===== config.mk =====
export PLATFORM = sky130hd
export DESIGN_NAME = ssd_scan_display
export DESIGN_NICKNAME = d
export VERILOG_FILES = /design/src/rtl/ssd_pkg.sv /design/src/rtl/ssd_scan_display_glyph_decode.sv /design/src/rtl/ssd_scan_display.sv
export SDC_FILE = /design/constraint.sdc
export NUM_CORES = 1
export LEC_CHECK = 0
export ABC_AREA = 1
export BUFFER_PORTS_ARGS = -buffer_cell sky130_fd_sc_hd__buf_4
export CAP_MARGIN = 20
export CORE_AREA = 10 10 89 91
export DETAILED_ROUTE_END_ITERATION = 12
export DIE_AREA = 0 0 99 101
export GPL_TIMING_DRIVEN = 0
export PLACE_DENSITY = 0.77
export RECOVER_POWER = 25
export REMOVE_ABC_BUFFERS = 1
export SLEW_MARGIN = 20
export SYNTH_ARGS = -nofsm -noshare
export SYNTH_HDL_FRONTEND = slang
export SYNTH_SLANG_ARGS = --single-unit

===== constraint.sdc =====
create_clock -name clk -period 1.4 [get_ports clk]
set_input_delay 0.07 -clock clk [delete_from_list [all_inputs] [get_ports clk]]
set_output_delay 0.07 -clock clk [all_outputs]
set_load 0.02 [all_outputs]

===== src/rtl/ssd_pkg.sv =====
// rtl/ssd_pkg.sv - glyph and code constants for the seven-segment scan driver
// Purpose: shared active-low segment patterns {a,b,c,d,e,f,g,dp} and glyph codes.
// Ports: none (package).
package ssd_pkg;

    localparam logic [7:0] SS_0     = 8'h03;
    localparam logic [7:0] SS_1     = 8'h9F;
    localparam logic [7:0] SS_2     = 8'h25;
    localparam logic [7:0] SS_3     = 8'h0D;
    localparam logic [7:0] SS_4     = 8'h99;
    localparam logic [7:0] SS_5     = 8'h49;
    localparam logic [7:0] SS_6     = 8'h41;
    localparam logic [7:0] SS_7     = 8'h1F;
    localparam logic [7:0] SS_8     = 8'h01;
    localparam logic [7:0] SS_9     = 8'h09;
    localparam logic [7:0] SS_A     = 8'h11;
    localparam logic [7:0] SS_MINUS = 8'hFD;
    localparam logic [7:0] SS_M     = 8'h91;
    localparam logic [7:0] SS_F     = 8'h71;
    localparam logic [7:0] SS_BLANK = 8'hFF;

    localparam logic [3:0] CODE_A     = 4'd10;
    localparam logic [3:0] CODE_MINUS = 4'd11;
    localparam logic [3:0] CODE_M     = 4'd12;
    localparam logic [3:0] CODE_F     = 4'd13;
    localparam logic [3:0] CODE_BLANK = 4'd15;

endpackage


===== src/rtl/ssd_scan_display_glyph_decode.sv =====
// rtl/ssd_scan_display_glyph_decode.sv - combinational glyph code to segment pattern
// Purpose: map a 4-bit glyph code plus decimal point to an active-low segment byte.
// Ports: code (4-bit glyph), dp (decimal point request), seg (8-bit {a..g,dp}, active-low).
module ssd_glyph_decode
    import ssd_pkg::*;
(
    input  logic [3:0] code,
    input  logic       dp,
    output logic [7:0] seg
);

    logic [7:0] base;

    always_comb begin
        base = SS_BLANK;
        case (code)
            4'd0:       base = SS_0;
            4'd1:       base = SS_1;
            4'd2:       base = SS_2;
            4'd3:       base = SS_3;
            4'd4:       base = SS_4;
            4'd5:       base = SS_5;
            4'd6:       base = SS_6;
            4'd7:       base = SS_7;
            4'd8:       base = SS_8;
            4'd9:       base = SS_9;
            CODE_A:     base = SS_A;
            CODE_MINUS: base = SS_MINUS;
            CODE_M:     base = SS_M;
            CODE_F:     base = SS_F;
            default:    base = SS_BLANK;
        endcase
    end

    // dp segment is bit 0 and active-low, so a request clears it
    assign seg = {base[7:1], base[0] & ~dp};

endmodule


===== src/rtl/ssd_scan_display.sv =====
// rtl/ssd_scan_display.sv - time-multiplexed seven-segment scan driver
// Purpose: hold a loaded frame in a shadow register and scan NUM_DIGITS digits,
//          each lit for REFRESH_DIV cycles. Optional macro SSD_LEADING_ZERO_BLANK_EN
//          darkens leading zeros.
// Ports: clk, rst_n (async active-low); load, digits_in, dp_in (frame capture);
//        blank (force dark); ssd_ctl (segments, active-low); ssd_an (anodes,
//        active-low); frame_tick (pulse on scan wrap to digit 0).
module ssd_scan_display
    import ssd_pkg::*;
#(
    parameter int NUM_DIGITS  = 4,
    parameter int REFRESH_DIV = 100000
) (
    input  logic                    clk,
    input  logic                    rst_n,
    input  logic                    load,
    input  logic [4*NUM_DIGITS-1:0] digits_in,
    input  logic [NUM_DIGITS-1:0]   dp_in,
    input  logic                    blank,
    output logic [7:0]              ssd_ctl,
    output logic [NUM_DIGITS-1:0]   ssd_an,
    output logic                    frame_tick
);

    localparam int CNT_W = $clog2(REFRESH_DIV);
    localparam int IDX_W = (NUM_DIGITS > 1) ? $clog2(NUM_DIGITS) : 1;

    localparam logic [CNT_W-1:0] CNT_LAST = CNT_W'(REFRESH_DIV - 1);
    localparam logic [IDX_W-1:0] IDX_LAST = IDX_W'(NUM_DIGITS - 1);

    logic [CNT_W-1:0]        refresh_cnt;
    logic [IDX_W-1:0]        idx;
    logic [4*NUM_DIGITS-1:0] shadow_codes;
    logic [NUM_DIGITS-1:0]   shadow_dp;

    logic                    cnt_wrap;
    logic [3:0]              sel_code;
    logic                    sel_dp;
    logic [7:0]              sel_seg;
    logic                    sel_lz;

    assign cnt_wrap = (refresh_cnt == CNT_LAST);
    assign sel_code = shadow_codes[4*int'(idx) +: 4];
    assign sel_dp   = shadow_dp[idx];

    ssd_glyph_decode u_decode (
        .code (sel_code),
        .dp   (sel_dp),
        .seg  (sel_seg)
    );

`ifdef SSD_LEADING_ZERO_BLANK_EN
    logic [NUM_DIGITS-1:0] lz_mask;
    logic                  upper_clear;
    logic [3:0]            code_i;

    // Walk from the most significant digit down; a digit stays a leading-zero
    // candidate only while every digit above it is dark (zero or blank code, no dp).
    always_comb begin
        lz_mask     = '0;
        upper_clear = 1'b1;
        code_i      = 4'h0;
        for (int i = NUM_DIGITS - 1; i >= 0; i--) begin
            code_i     = shadow_codes[4*i +: 4];
            lz_mask[i] = (i > 0) && upper_clear && (code_i == 4'd0) && !shadow_dp[i];
            upper_clear = upper_clear && !shadow_dp[i]
                          && ((code_i == 4'd0) || (code_i >= 4'd14));
        end
    end

    assign sel_lz = lz_mask[idx];
`else
    assign sel_lz = 1'b0;
`endif

    always_ff @(posedge clk or negedge rst_n) begin
        if (!rst_n) begin
            refresh_cnt  <= '0;
            idx          <= '0;
            shadow_codes <= {NUM_DIGITS{CODE_BLANK}};
            shadow_dp    <= '0;
            ssd_ctl      <= SS_BLANK;
            ssd_an       <= '1;
            frame_tick   <= 1'b0;
        end else begin
            if (load) begin
                shadow_codes <= digits_in;
                shadow_dp    <= dp_in;
            end

            if (cnt_wrap) begin
                refresh_cnt <= '0;
                idx         <= (idx == IDX_LAST) ? '0 : idx + 1'b1;
            end else begin
                refresh_cnt <= refresh_cnt + 1'b1;
            end

            frame_tick <= cnt_wrap && (idx == IDX_LAST);

            // Outputs use the pre-edge idx/shadow, giving a fixed one-cycle latency
            // so every digit is lit for exactly REFRESH_DIV cycles.
            if (blank) begin
                ssd_an  <= '1;
                ssd_ctl <= SS_BLANK;
            end else begin
                ssd_an  <= ~(NUM_DIGITS'(1) << idx);
                ssd_ctl <= sel_lz ? SS_BLANK : sel_seg;
            end
        end
    end

endmodule


==> metrics.log <==
INFO  metric globalRouteTotalUtil = around 13%
INFO  metric worstPathArrival = 1700 ps
INFO  metric worst_margin_pin_slew = 1120 ps
INFO  metric post_drt_via_cell_ratio = 5.02
INFO  metric placement_rows = 29
INFO  metric fp.dieArea = 10000 um2
INFO  metric startpoint_of_the_worst_slack_reg_to_reg_timing_path = idx[0]$_DFFE_PN0N_
INFO  metric core-area = 6200 um2
INFO  metric cts.sinks = 52
INFO  metric number_of_drc_markers_after_the_initial_detailed_route_iteration = 136
INFO  metric failed_checks = setup timing
INFO  metric syn_area_per_cell = 9.03 um2
INFO  metric wl = 6.45 mm
INFO  metric worst_hold_path.endpoint = shadow_codes[15]$_DFFE_PN1P_
INFO  metric stdcell_count = 458
INFO  metric share_of_the_core_filled_with_cells = 60.6%
INFO  metric synth-seq-area-share = 49.5%
INFO  metric final-hold-violation-count = 0
INFO  metric totalPowerFinal = 3130 uW
INFO  metric place_congestion = 0.904
INFO  metric drt_first_pass_iters = 6
INFO  metric cellPowerDensity = 834 nW/um2
INFO  metric x_dimension_of_the_die = slightly below 100 um
INFO  metric regToRegEndpoint = ssd_ctl[2]$_DFF_PN1_
INFO  metric finalNetCount = 415
INFO  metric yosys_register_bits = 52
INFO  metric hp_class = input pin to register
INFO  metric placed_cell_area = just over 3000 um2
INFO  metric port_buffers = 36
INFO  metric wl_per_cell = ~14 um
INFO  metric worstPathRequired = ~1600 ps
INFO  metric max_cap_viol_count = 0
INFO  metric status = complete, but fails checks
INFO  metric vdd_ir_drop_max = 542 uV
INFO  metric worstSetupPathType = register to register
INFO  metric kind_of_capture_point_of_the_worst_setup_path = register
INFO  metric fin_worst_hold_slack = 17.3 ps
INFO  metric post_route_cells_drive_above_1_share = 44.6%
INFO  metric slew_headroom = 25.5%
INFO  metric layout_setup_ws = -67.4 ps
INFO  metric post_synth_num_cell_types = 30
INFO  metric synth_cells = 299
INFO  metric via_count = 2298
INFO  metric antenna_found_initial = 0
INFO  metric mappedNetlistArea = 2700 um2
INFO  metric timing.fmax = 0.681 GHz
INFO  metric tritoncts.num_buffers = 5
INFO  metric rsz_0062_raised_after_global_routing = true
INFO  metric initial_core_utilization = 43.5%
INFO  metric cts_tree = done
INFO  metric p_leak = about 0.0018 uW
INFO  metric finalClockSkew = about 12 ps
INFO  metric slew_violations = 0
INFO  metric inst_count_dp = 405
INFO  metric fin_crit = 1470 ps
INFO  metric cts_root_buffer = clkbuf_8
INFO  metric clk_pin_slew = 100 ps
INFO  metric cts-htree-levels = 2
INFO  metric critical_path_source_type = register
INFO  metric final.period_utilization = 105%
INFO  metric clock_latency = ~310 ps
INFO  metric final_design_area_no_fill = 3760 um2
INFO  metric antenna_left = 0
INFO  metric yosysWarnings = 0
INFO  metric fp.dieH = 101 um
INFO  metric drc_errors = 0
INFO  metric r2r.worst_path.cells = 10
INFO  metric design.portCount = 37
INFO  metric worst_case_clock_buffer_depth = 2
INFO  metric fill_cells = 485
INFO  metric global_route_wire_length_before_repair = about 11 mm
INFO  metric timing.hold.worst.start = digits_in[15]
INFO  metric largest_net_degree_at_the_start_of_global_routing = 53
INFO  metric r2r_setup_slk = -70 ps
INFO  metric via_count_of_the_first_global_routing_pass = 2239
INFO  metric cp_max_fo = 5
INFO  metric grt_overflow = 0
INFO  metric place_hpwl = 3.95 mm
INFO  metric layout-area-overhead-vs-synth = 39.3%
INFO  metric insertedDiodeCount = 0
INFO  metric final_setup_viols = 7
INFO  metric whs_path_depth = 2
==> kinds of logic after synthesis <==
group,share of synthesized area [%]
XOR/XNOR,2.27
flip-flops,49.5
multiplexers,6.68
AND/OR/NAND/NOR,27.0
adder cells (fa/ha/maj),5.10
AO/OA/AOI/OAI,2.92
buffers and inverters,6.54
==> cells in the mapped netlist (all sizes together) <==
cell | n | area [um2]
and2 | 1 | 6.26
dfrtp | 24 | 601
nor3 | 5 | 36.3
nand4 | 6 | 37.5
xnor2 | 1 | 8.76
inv | 32 | 125
o21ai | 11 | 58.8
mux2 | 16 | 180
nand2 | 87 | 359
clkinv | 1 | 8.76
a21oi | 4 | 20.0
buf | 6 | 38.8
dfstp | 28 | 736
xor2 | 6 | 52.6
clkbuf | 1 | 3.75
ha | 11 | 138
nand3 | 32 | 170
nor2 | 27 | 119
==> timing repair <==
item | in CTS | in global routing
pin swaps | 19 | 17
hold endpoints to repair | 43 | 0
setup buffers | 15 | 9
cloned | 0 | 1
endpoints found under the setup margin | 21 | 22
hold buffers | 20 | 0
resized for setup | 33 | 37
==> per-layer routing <==
layer | GRT usage (%) | share of wire (%) | vias up
met1 | 15.4 | 42 | 1103
met2 | 20.6 | 50 | 66
li1 | - | - | 1118
met4 | 4.96 | 1.8 | 0
met5 | 0 | 0 | -
met3 | 3.16 | 5.3 | 11
==> how the worst max path moves through the flow <==
| stage | from | to | cells past startpoint | slack [ps] |
|---|---|---|---|---|
| final | idx[0]$_DFFE_PN0N_ | ssd_ctl[2]$_DFF_PN1_ | 10 | -70 |
| after global routing | idx[0]$_DFFE_PN0N_ | ssd_ctl[6]$_DFF_PN1_ | 10 | -140 |
| after CTS | idx[0]$_DFFE_PN0N_ | ssd_ctl[6]$_DFF_PN1_ | 10 | -20 |
| after detailed placement | idx[0]$_DFFE_PN0N_ | ssd_ctl[2]$_DFF_PN1_ | 10 | -550 |
| after global placement | idx[0]$_DFFE_PN0N_ | ssd_ctl[2]$_DFF_PN1_ | 10 | -500 |
| after floorplan | idx[0]$_DFFE_PN0N_ | ssd_ctl[2]$_DFF_PN1_ | 10 | -170 |
==> power breakdown <==
part,total [uW],internal (uW),switching (uW)
Sequential,1670,1630,39.7
Combinational,555,265,290
Clock,905,368,537
Total,3130,2270,867
==> critical path: stages (launching register included) <==
cell     delay (ps)
dfrtp_2         480
buf_6           150
nand2_2          50
nand3_2          80
nand2_4         150
inv_6            60
ha_4            170
nand3_2          80
nand2_1          60
nand2_1          50
nand3_1          60
==> sequential cells by signal (all words and copies together), names as in the netlist <==
register,flops
shadow_codes,16
ssd_an,4
shadow_dp,4
refresh_cnt,17
idx,2
frame_tick,1
ssd_ctl,8
==> cell usage in the layout, fill, tap and decap left out, types with 2 or more instances in the layout <==
master and count:
nand2_1 59, buf_4 47, inv_1 26, nand3_1 23
dfrtp_1 22, nand2_2 21, nor2_1 21, dlygate4sd3_1 20
dfstp_2 20, mux2_2 16, nand2_4 8, nand3_2 8
dfstp_1 8, nand4_1 6, xor2_1 6, o21ai_0 6
ha_1 6, clkbuf_4 6, buf_6 6, nor2_4 5
o21ai_2 5, clkbuf_8 5, nor3_1 4, ha_4 4
clkinv_4 3, inv_2 2, a21oi_2 2, inv_6 2
a21oi_1 2, dfrtp_2 2
==> stage by stage <==
step	setup TNS [ps]	setup slack (ps)
global route	-2140	-138
CTS	-67.2	-20.2
finish	-357	-67.4
floorplan	-881	-173
detailed placement	-3890	-555
global placement	-3230	-498
==> cell type report <==
type	count	area [um2]	area share (%)
timing repair buffer	80	671	17.8
clock buffer	5	68.8	1.83
clock inverter	3	27.5	0.732
sequential	52	1340	35.6
inverter	33	146	3.89
multi-input combinational	208	1410	37.5
tap	77	96.3	2.56
Note: power is estimated with default switching activity, not from simulation.
